**config.mk**
```make
export PLATFORM = sky130hd
export DESIGN_NAME = mole_judge
export DESIGN_NICKNAME = d
export VERILOG_FILES = /design/src/rtl/mole_judge.sv
export SDC_FILE = /design/constraint.sdc
export NUM_CORES = 1
export LEC_CHECK = 0
export ABC_AREA = 0
export CAP_MARGIN = 10
export CORE_MARGIN = 3
export CORE_UTILIZATION = 40
export CTS_CLUSTER_DIAMETER = 100
export CTS_CLUSTER_SIZE = 16
export DETAILED_ROUTE_END_ITERATION = 7
export HOLD_SLACK_MARGIN = 0.08
export PLACE_DENSITY = 0.65
export REMOVE_ABC_BUFFERS = 1
export SETUP_SLACK_MARGIN = 0.02
export SLEW_MARGIN = 0
export SYNTH_ARGS = -nofsm -noshare
export SYNTH_HDL_FRONTEND = slang
export SYNTH_SLANG_ARGS = --single-unit
```
**constraint.sdc**
```tcl
create_clock -name clk -period 2.4 [get_ports clk]
set_clock_uncertainty 0.05 [all_clocks]
set_input_delay 0.48 -clock clk [delete_from_list [all_inputs] [get_ports clk]]
set_output_delay 0.48 -clock clk [all_outputs]
set_load 0.05 [all_outputs]
```
**src/rtl/mole_judge.sv**
```systemverilog
// Whack-a-mole round judge: latches target cells, scores keypad attempts, tracks lives.
// Define MOLE_JUDGE_STREAK_EN to award +2 per hit once three consecutive hits are banked.
module mole_judge #(
    parameter int LIVES_INIT = 3,
    parameter int SCORE_MAX  = 99
) (
    input  logic       clk,
    input  logic       rst,
    input  logic       start,
    input  logic       round_tick,
    input  logic [3:0] position,
    input  logic       key_valid,
    input  logic [3:0] key_code,
    output logic [8:0] led_mask,
    output logic [3:0] score_tens,
    output logic [3:0] score_ones,
    output logic [1:0] lives,
    output logic       hit_flash,
    output logic       miss_flash,
    output logic       game_over
);

    typedef enum logic [2:0] {IDLE, WAIT, ARMED, DONE, OVER} state_t;

    localparam logic [3:0] MAX_T  = 4'(SCORE_MAX / 10);
    localparam logic [3:0] MAX_O  = 4'(SCORE_MAX % 10);
    localparam logic [1:0] LIVES0 = 2'(LIVES_INIT);

    state_t     state, state_n;
    logic [3:0] target, target_n;
    logic [3:0] tens_n, ones_n;
    logic [1:0] lives_n;
    logic       hit_n, miss_n;
    logic [8:0] led_n;
    logic       over_n;

    logic       playing, tgt_live, timeout, attempt, hit, miss, lose, last_life;
    logic [1:0] lives_dec;
    logic [3:0] new_target;
    logic [7:0] score_inc;

`ifdef MOLE_JUDGE_STREAK_EN
    logic [1:0] streak, streak_n;
`endif

    // BCD +1 that holds once the score sits at the saturation value
    function automatic logic [7:0] bcd_inc(input logic [7:0] s);
        logic [7:0] r;
        r = s;
        if (s != {MAX_T, MAX_O}) begin
            if (s[3:0] == 4'd9) r = {s[7:4] + 4'd1, 4'd0};
            else                r = {s[7:4], s[3:0] + 4'd1};
        end
        return r;
    endfunction

    assign playing    = (state == WAIT) || (state == ARMED) || (state == DONE);
    assign tgt_live   = (target != 4'd0);
    assign timeout    = (state == ARMED) && round_tick && tgt_live;
    assign attempt    = (state == ARMED) && !round_tick && key_valid && tgt_live;
    assign hit        = attempt && (key_code == target);
    assign miss       = attempt && (key_code != target);
    assign lose       = timeout || miss;
    assign last_life  = (lives <= 2'd1);
    assign lives_dec  = (lives == 2'd0) ? 2'd0 : lives - 2'd1;
    assign new_target = (position >= 4'd1 && position <= 4'd9) ? position : 4'd0;

    always_comb begin
        score_inc = bcd_inc({score_tens, score_ones});
`ifdef MOLE_JUDGE_STREAK_EN
        if (streak == 2'd3) score_inc = bcd_inc(score_inc);
`endif
    end

    // state register
    always_ff @(posedge clk or posedge rst) begin
        if (rst) state <= IDLE;
        else     state <= state_n;
    end

    // next state
    always_comb begin
        state_n = state;
        case (state)
            IDLE, OVER: if (start) state_n = WAIT;
            WAIT:       if (round_tick) state_n = ARMED;
            ARMED: begin
                if (lose && last_life) state_n = OVER;
                else if (round_tick)   state_n = ARMED;
                else if (attempt)      state_n = DONE;
            end
            DONE:       if (round_tick) state_n = ARMED;
            default:    state_n = IDLE;
        endcase
    end

    // outputs / datapath next values
    always_comb begin
        target_n = target;
        tens_n   = score_tens;
        ones_n   = score_ones;
        lives_n  = lives;
        hit_n    = hit_flash;
        miss_n   = miss_flash;
`ifdef MOLE_JUDGE_STREAK_EN
        streak_n = streak;
`endif
        if ((state == IDLE || state == OVER) && start) begin
            target_n = 4'd0;
            tens_n   = 4'd0;
            ones_n   = 4'd0;
            lives_n  = LIVES0;
            hit_n    = 1'b0;
            miss_n   = 1'b0;
`ifdef MOLE_JUDGE_STREAK_EN
            streak_n = 2'd0;
`endif
        end else if (playing && round_tick) begin
            // old round is judged first, then the new target is taken
            hit_n  = 1'b0;
            miss_n = timeout;
            if (timeout) begin
                lives_n = lives_dec;
`ifdef MOLE_JUDGE_STREAK_EN
                streak_n = 2'd0;
`endif
            end
            if (state_n == ARMED) target_n = new_target;
        end else if (hit) begin
            {tens_n, ones_n} = score_inc;
            hit_n = 1'b1;
`ifdef MOLE_JUDGE_STREAK_EN
            streak_n = (streak == 2'd3) ? 2'd3 : streak + 2'd1;
`endif
        end else if (miss) begin
            lives_n = lives_dec;
            miss_n  = 1'b1;
`ifdef MOLE_JUDGE_STREAK_EN
            streak_n = 2'd0;
`endif
        end

        led_n  = ((state_n == ARMED || state_n == DONE) && target_n != 4'd0)
                 ? (9'b1 << (target_n - 4'd1)) : 9'b0;
        over_n = (state_n == OVER);
    end

    always_ff @(posedge clk or posedge rst) begin
        if (rst) begin
            target     <= 4'd0;
            score_tens <= 4'd0;
            score_ones <= 4'd0;
            lives      <= LIVES0;
            hit_flash  <= 1'b0;
            miss_flash <= 1'b0;
            led_mask   <= 9'b0;
            game_over  <= 1'b0;
        end else begin
            target     <= target_n;
            score_tens <= tens_n;
            score_ones <= ones_n;
            lives      <= lives_n;
            hit_flash  <= hit_n;
            miss_flash <= miss_n;
            led_mask   <= led_n;
            game_over  <= over_n;
        end
    end

`ifdef MOLE_JUDGE_STREAK_EN
    always_ff @(posedge clk or posedge rst) begin
        if (rst) streak <= 2'd0;
        else     streak <= streak_n;
    end
`endif

endmodule

```
; ---- After elaboration in Yosys (flattened, before gate mapping)
; Index checks and enable logic that the tools add are counted.
[classes]
bitwise = 0
shifts = 1
addsub = 4
reduce_logical = 33
magnitude_cmp = 3
eq_ne = 14
mul = 0
div = 0
mux = 32
[op_table]
columns = op, count
row1 = 4-bit 2-to-1 mux, 10
row2 = 8-bit 2-to-1 mux, 2
row3 = 3-bit 2-to-1 mux, 5
row4 = "3-bit by 2-bit == test with 1-bit output, second input constant", 4
row5 = 1-bit logical AND, 12
row6 = 2-bit 2-to-1 mux, 6
row7 = 9-bit 2-to-1 mux, 1
row8 = 3-bit case mux with 3 select lines, 1
row9 = "1-bit by 4-bit left shift with 9-bit output, first input constant", 1
row10 = "4-bit by 1-bit adder with 4-bit output, second input constant", 2
row11 = "8-bit inequality test, second input constant", 1
row12 = 4-bit nonzero test, 2
row13 = 1-bit 2-to-1 mux, 7
row14 = "3-bit == test, second input constant", 2
row15 = 3-bit AND reduction, 2
row16 = 2-bit nonzero test, 3
row17 = 3-bit nonzero test, 2
row18 = 1-bit logical OR, 5
row19 = 4-bit == test, 1
row20 = "4-bit == test, second input constant", 1
row21 = "4-bit by 1-bit >= comparator with 1-bit output, second input constant", 1
row22 = "4-bit less-or-equal comparator, second input constant", 1
row23 = 4-bit inequality test, 1
row24 = 4-bit AND reduction, 1
row25 = other kinds (12), 13
[totals]
memories = 0
reg_bits = 29
ramBits = 0
in_bits = 13
output_inout_bits = 22
latch_bits = 0
mem_bits_ro = 0

; ---- Logic depth before layout (Yosys ltp)
[depth]
word_depth = 16
ltp_mapped = 7
mapped_depth_nobuf = 7

; ---- Least setup slack after synthesis
; Ideal clock, no wire load.
[synth_path]
path_type = input to register
from = in start
to = reg led_mask[5]
arrival_ns = 1.855
n_path_buf = 1
required_ns = 2.270
slack_ns = 0.415
stages = 6
path_cell_list = or3b_2 > clkbuf_1 > o21ai_0 > a22o_4 > mux2_4 > nor3b_2
[synth_between]
elab_chain_len = 9
word_cells_on_any_way = 14
cone_classes = 1 x add/sub / 2 x eq/ne / 1 x shift / 6 x mux / 4 x reduce/logical
[synth_rtl]
columns = item, line_no
row1 = start: declaration, 9  ; input logic start,
row2 = 3-bit 2-to-1 mux, 85  ; IDLE, OVER: if (start) state_n = WAIT;
row3 = 3-bit case mux with 3 select lines, 84  ; case (state)
row4 = 3-bit by 2-bit == test with 1-bit output, "128, 143"
row5 = 4-bit 2-to-1 mux, 128  ; if (state_n == ARMED) target_n = new_target;
row6 = 4-bit 2-to-1 mux, 118  ; end else if (playing && round_tick) begin
row7 = 4-bit 2-to-1 mux, 108  ; if ((state == IDLE || state == OVER) && start) begin
row8 = 4-bit by 1-bit subtractor with 4-bit output or 4-bit nonzero test (tied branches), "144, 143"
row9 = 1-bit by 4-bit left shift with 9-bit output or 1-bit logical AND (tied branches), "144, 143"
row10 = 9-bit 2-to-1 mux (*), 144  ; ? (9'b1 << (target_n - 4'd1)) : 9'b0;
row11 = named net led_n[5], 34  ; logic [8:0] led_n;
row12 = end signal: assignment, 165  ; led_mask <= led_n;
row13 = end: declaration, 14  ; output logic [8:0] led_mask,
; Mark *: on every way through the listed nets, which the timed path passes. The rest lies on a longest branch.
; A chain may end at the register's enable or synchronous reset.

; ---- Final worst setup path
[layout_path]
from = reg lives[1]
to = out lives[1]
[layout_rtl]
columns = item, line_no
row1 = start: declaration, 17  ; output logic [1:0] lives,
row2 = start signal: assignment, 162  ; lives <= lives_n;
; No word-level cell between the ends.

==> metrics.txt <==
final hold violation count=0; Via density=about 5.3; post-route cell area=~2200 um2; mux cell area share after synthesis=5.26%; mapped cell area=1620 um2; first-pass GRT wire length=6.56 mm; Avg Inst Size Synth=9.75 um2; total power=approximately 2.2 mW; Synth area leaders=dfrtp_1 (42%), mux2i_1 (4.3%), xnor2_1 (3.8%); met2 GRT Util=between 20% and 30%; CP arrival=roughly 1.7 ns; Rel. slew slack=roughly 63%; share of post-route cells with drive strength above 1=between 10 and 15%; initial antenna violation count=0; Max Root-Sink Buffers=2; die width=slightly below 70 um; commonest cells in the netlist=dfrtp_1 (27), nand2_1 (16), nor2_1 (16), inv_1 (10); Max-cap violations=0; Syn-to-layout area delta=33.8%; Seq/Total Area, Yosys=~45%; post_cts resized=0; share of the synthesized area in the top cell type=between 40% and 50%; port bufs=34; drt wl/cell=between 10 and 15 um; Total GRT Usage=between 10% and 20%; Levels on crit path=1; DP HPWL=2.89 mm; Peak VDD IR=between 600 and 700 uV; CTS Buf Count=5; Initial Utilization=between 40% and 50%; Most used DFF post-synth=dfrtp_1; Critical path buffers and inverters=1; crit path max-delay cell type=clkdlybuf4s50_1; worst endpoint required time=1.87 ns; M1 GR Usage=a little over a fifth; Syn Inst Count=about 170; Pins Over Slew Limit=0; synthesized-area fraction occupied by adder cells=1.55%; min-delay worst type=register to register; residual DRC count=0; fin crit share=about nine tenths; DP Area=slightly above 2000 um2; max incr delay on CP=0.81 ns; gr busiest metal=met2; synthesized flop and latch total=29; Tmin final=around 2.2 ns; Post-synth EDFFs=0; Post-CTS Setup Bufs=0; Routability Congestion=between 0.8 and 0.9; reg2reg start=target[0]; Final WS setup=0.203 ns; met3 Usage GRT=under 10%; Netlist cell types=between 40 and 50; hold depth=2; Die H=between 60 and 70 um; Crit path max-delay family=buffers and inverters; leading cell type by number of instances after synthesis=dfrtp_1; leading area contributor after synthesis=dfrtp_1; Setup-failing EPs final=0; H-Tree Depth=2; Core ar.=3770 um2; Worst Path Max Fanout=6; vias in the first global route=between 1k and 1.5k; Worst-path clk slew=0.06 ns; CP endpoint kind=output pin; CTS tree=yes; post-route ant nets=0; routed wire length=around 3.8 mm; Via Count=roughly 1.4k; final net count=approximately 230; 1st-pass router iterations=4; Setup crit start kind=register; Worst R2R Path Depth=5; # rows=22; gr ovfl total=0; slew at the pin closest to its max-slew limit=about 0.54 ns; unrepaired setup endpoints after global routing=no; status=finished clean; achievable frequency=455 MHz; Sinks on Clock Net=29; kind of critical path=register to output pin; Yosys Warn Count=0; # hold bufs at CTS=0; root buffer cell=clkbuf_8; Pwr Density=approximately 1000 nW/um2; simple-gate portion of the synthesized area=25.4%; ys async rst share=100%; Ports=35; Die ar.=4840 um2; Worst Setup SP=lives[1]; Synth Area in Compound Gates=between 10% and 20%; Pleak=0.935 nW; main combinational cell family by area after synthesis=simple AND/OR/NAND/NOR gates; DR iter-0 viols=56; n_diodes=0; r2r setup slk=about 0.37 ns; Place WS=-0.0304 ns; largest net degree at the start of global routing=30; XOR/XNOR Fraction of Synth Area=around 3.8%; worst hold start=lives[1]; crit-path cells=clkdlybuf4s50_1; clk_lat worst skew=approximately 0.28 ns
==> state kept, by name, indices dropped and copies added, names as in the netlist, 2 cells and up <==
name        count
target          4
lives           2
led_mask        9
score_ones      4
state           3
score_tens      4
==> through the flow <==
step / utilization, % / TNS [ns] / std cells / hold slack [ns]
after detailed placement: 54.7 / -0.0706 / 252 / 0.463
after floorplan: - / 0 / 159 / 0.507
final: 57.4 / 0 / 260 / 0.469
after global placement: 54.7 / 0 / 252 / 0.463
after global routing: 57.4 / 0 / 260 / 0.510
after CTS: 57.4 / 0 / 260 / 0.473
==> placed cells by master (no fill, tap or decap), types with 2 or more instances in the layout <==
cell / instances
xnor2_1: 7
nor2b_1: 3
dfstp_2: 2
clkdlybuf4s50_1: 34
nand2b_1: 3
buf_4: 11
nor4_1: 3
mux2i_1: 7
a21oi_1: 8
o21ai_0: 8
and3_1: 2
nor3b_1: 5
clkbuf_8: 7
nand2_1: 16
a31oi_1: 3
nand3b_1: 3
ha_1: 2
nor3_1: 5
inv_1: 10
o31ai_1: 2
nor2_1: 16
nor3b_2: 3
dfrtp_1: 27
a211oi_1: 3
==> report_power, final <==
part	switching, mW	total, mW	internal [mW]
combinational	0.610	1.02	0.415
sequential	0.135	0.736	0.601
clock	0.183	0.442	0.259
==> worst paths after layout <==
path	to
min in group asynchronous	score_tens[0]
max in group asynchronous	lives[0]
worst max-delay path	lives[1]
worst min-delay path	lives[1]
worst min register to register	lives[1]
worst max register to register	led_mask[5]
==> cell families after synthesis <==
group	count (synthesis)
simple gates	69
compound gates	34
flops	29
buf+inv	17
mux	8
xor+xnor	7
fa+ha+maj	2
==> layout make-up <==
type | instances | area, um2
fillers | 324 | 1610
multi-input cells | 120 | 815
flip-flops and latches | 29 | 728
repair buffers | 45 | 423
clock buffers | 7 | 96.3
well taps | 48 | 60.1
inverters | 10 | 37.5
clock inverters | 1 | 5.00
==> routing by layer <==
metal  part of all wire, %  vias to the layer above
met3                   3.9                       10
met4                   2.3                        0
li1                      -                      672
met1                    44                      674
met5                     0                        -
met2                    50                       30
(Power assumes the default switching activity.)
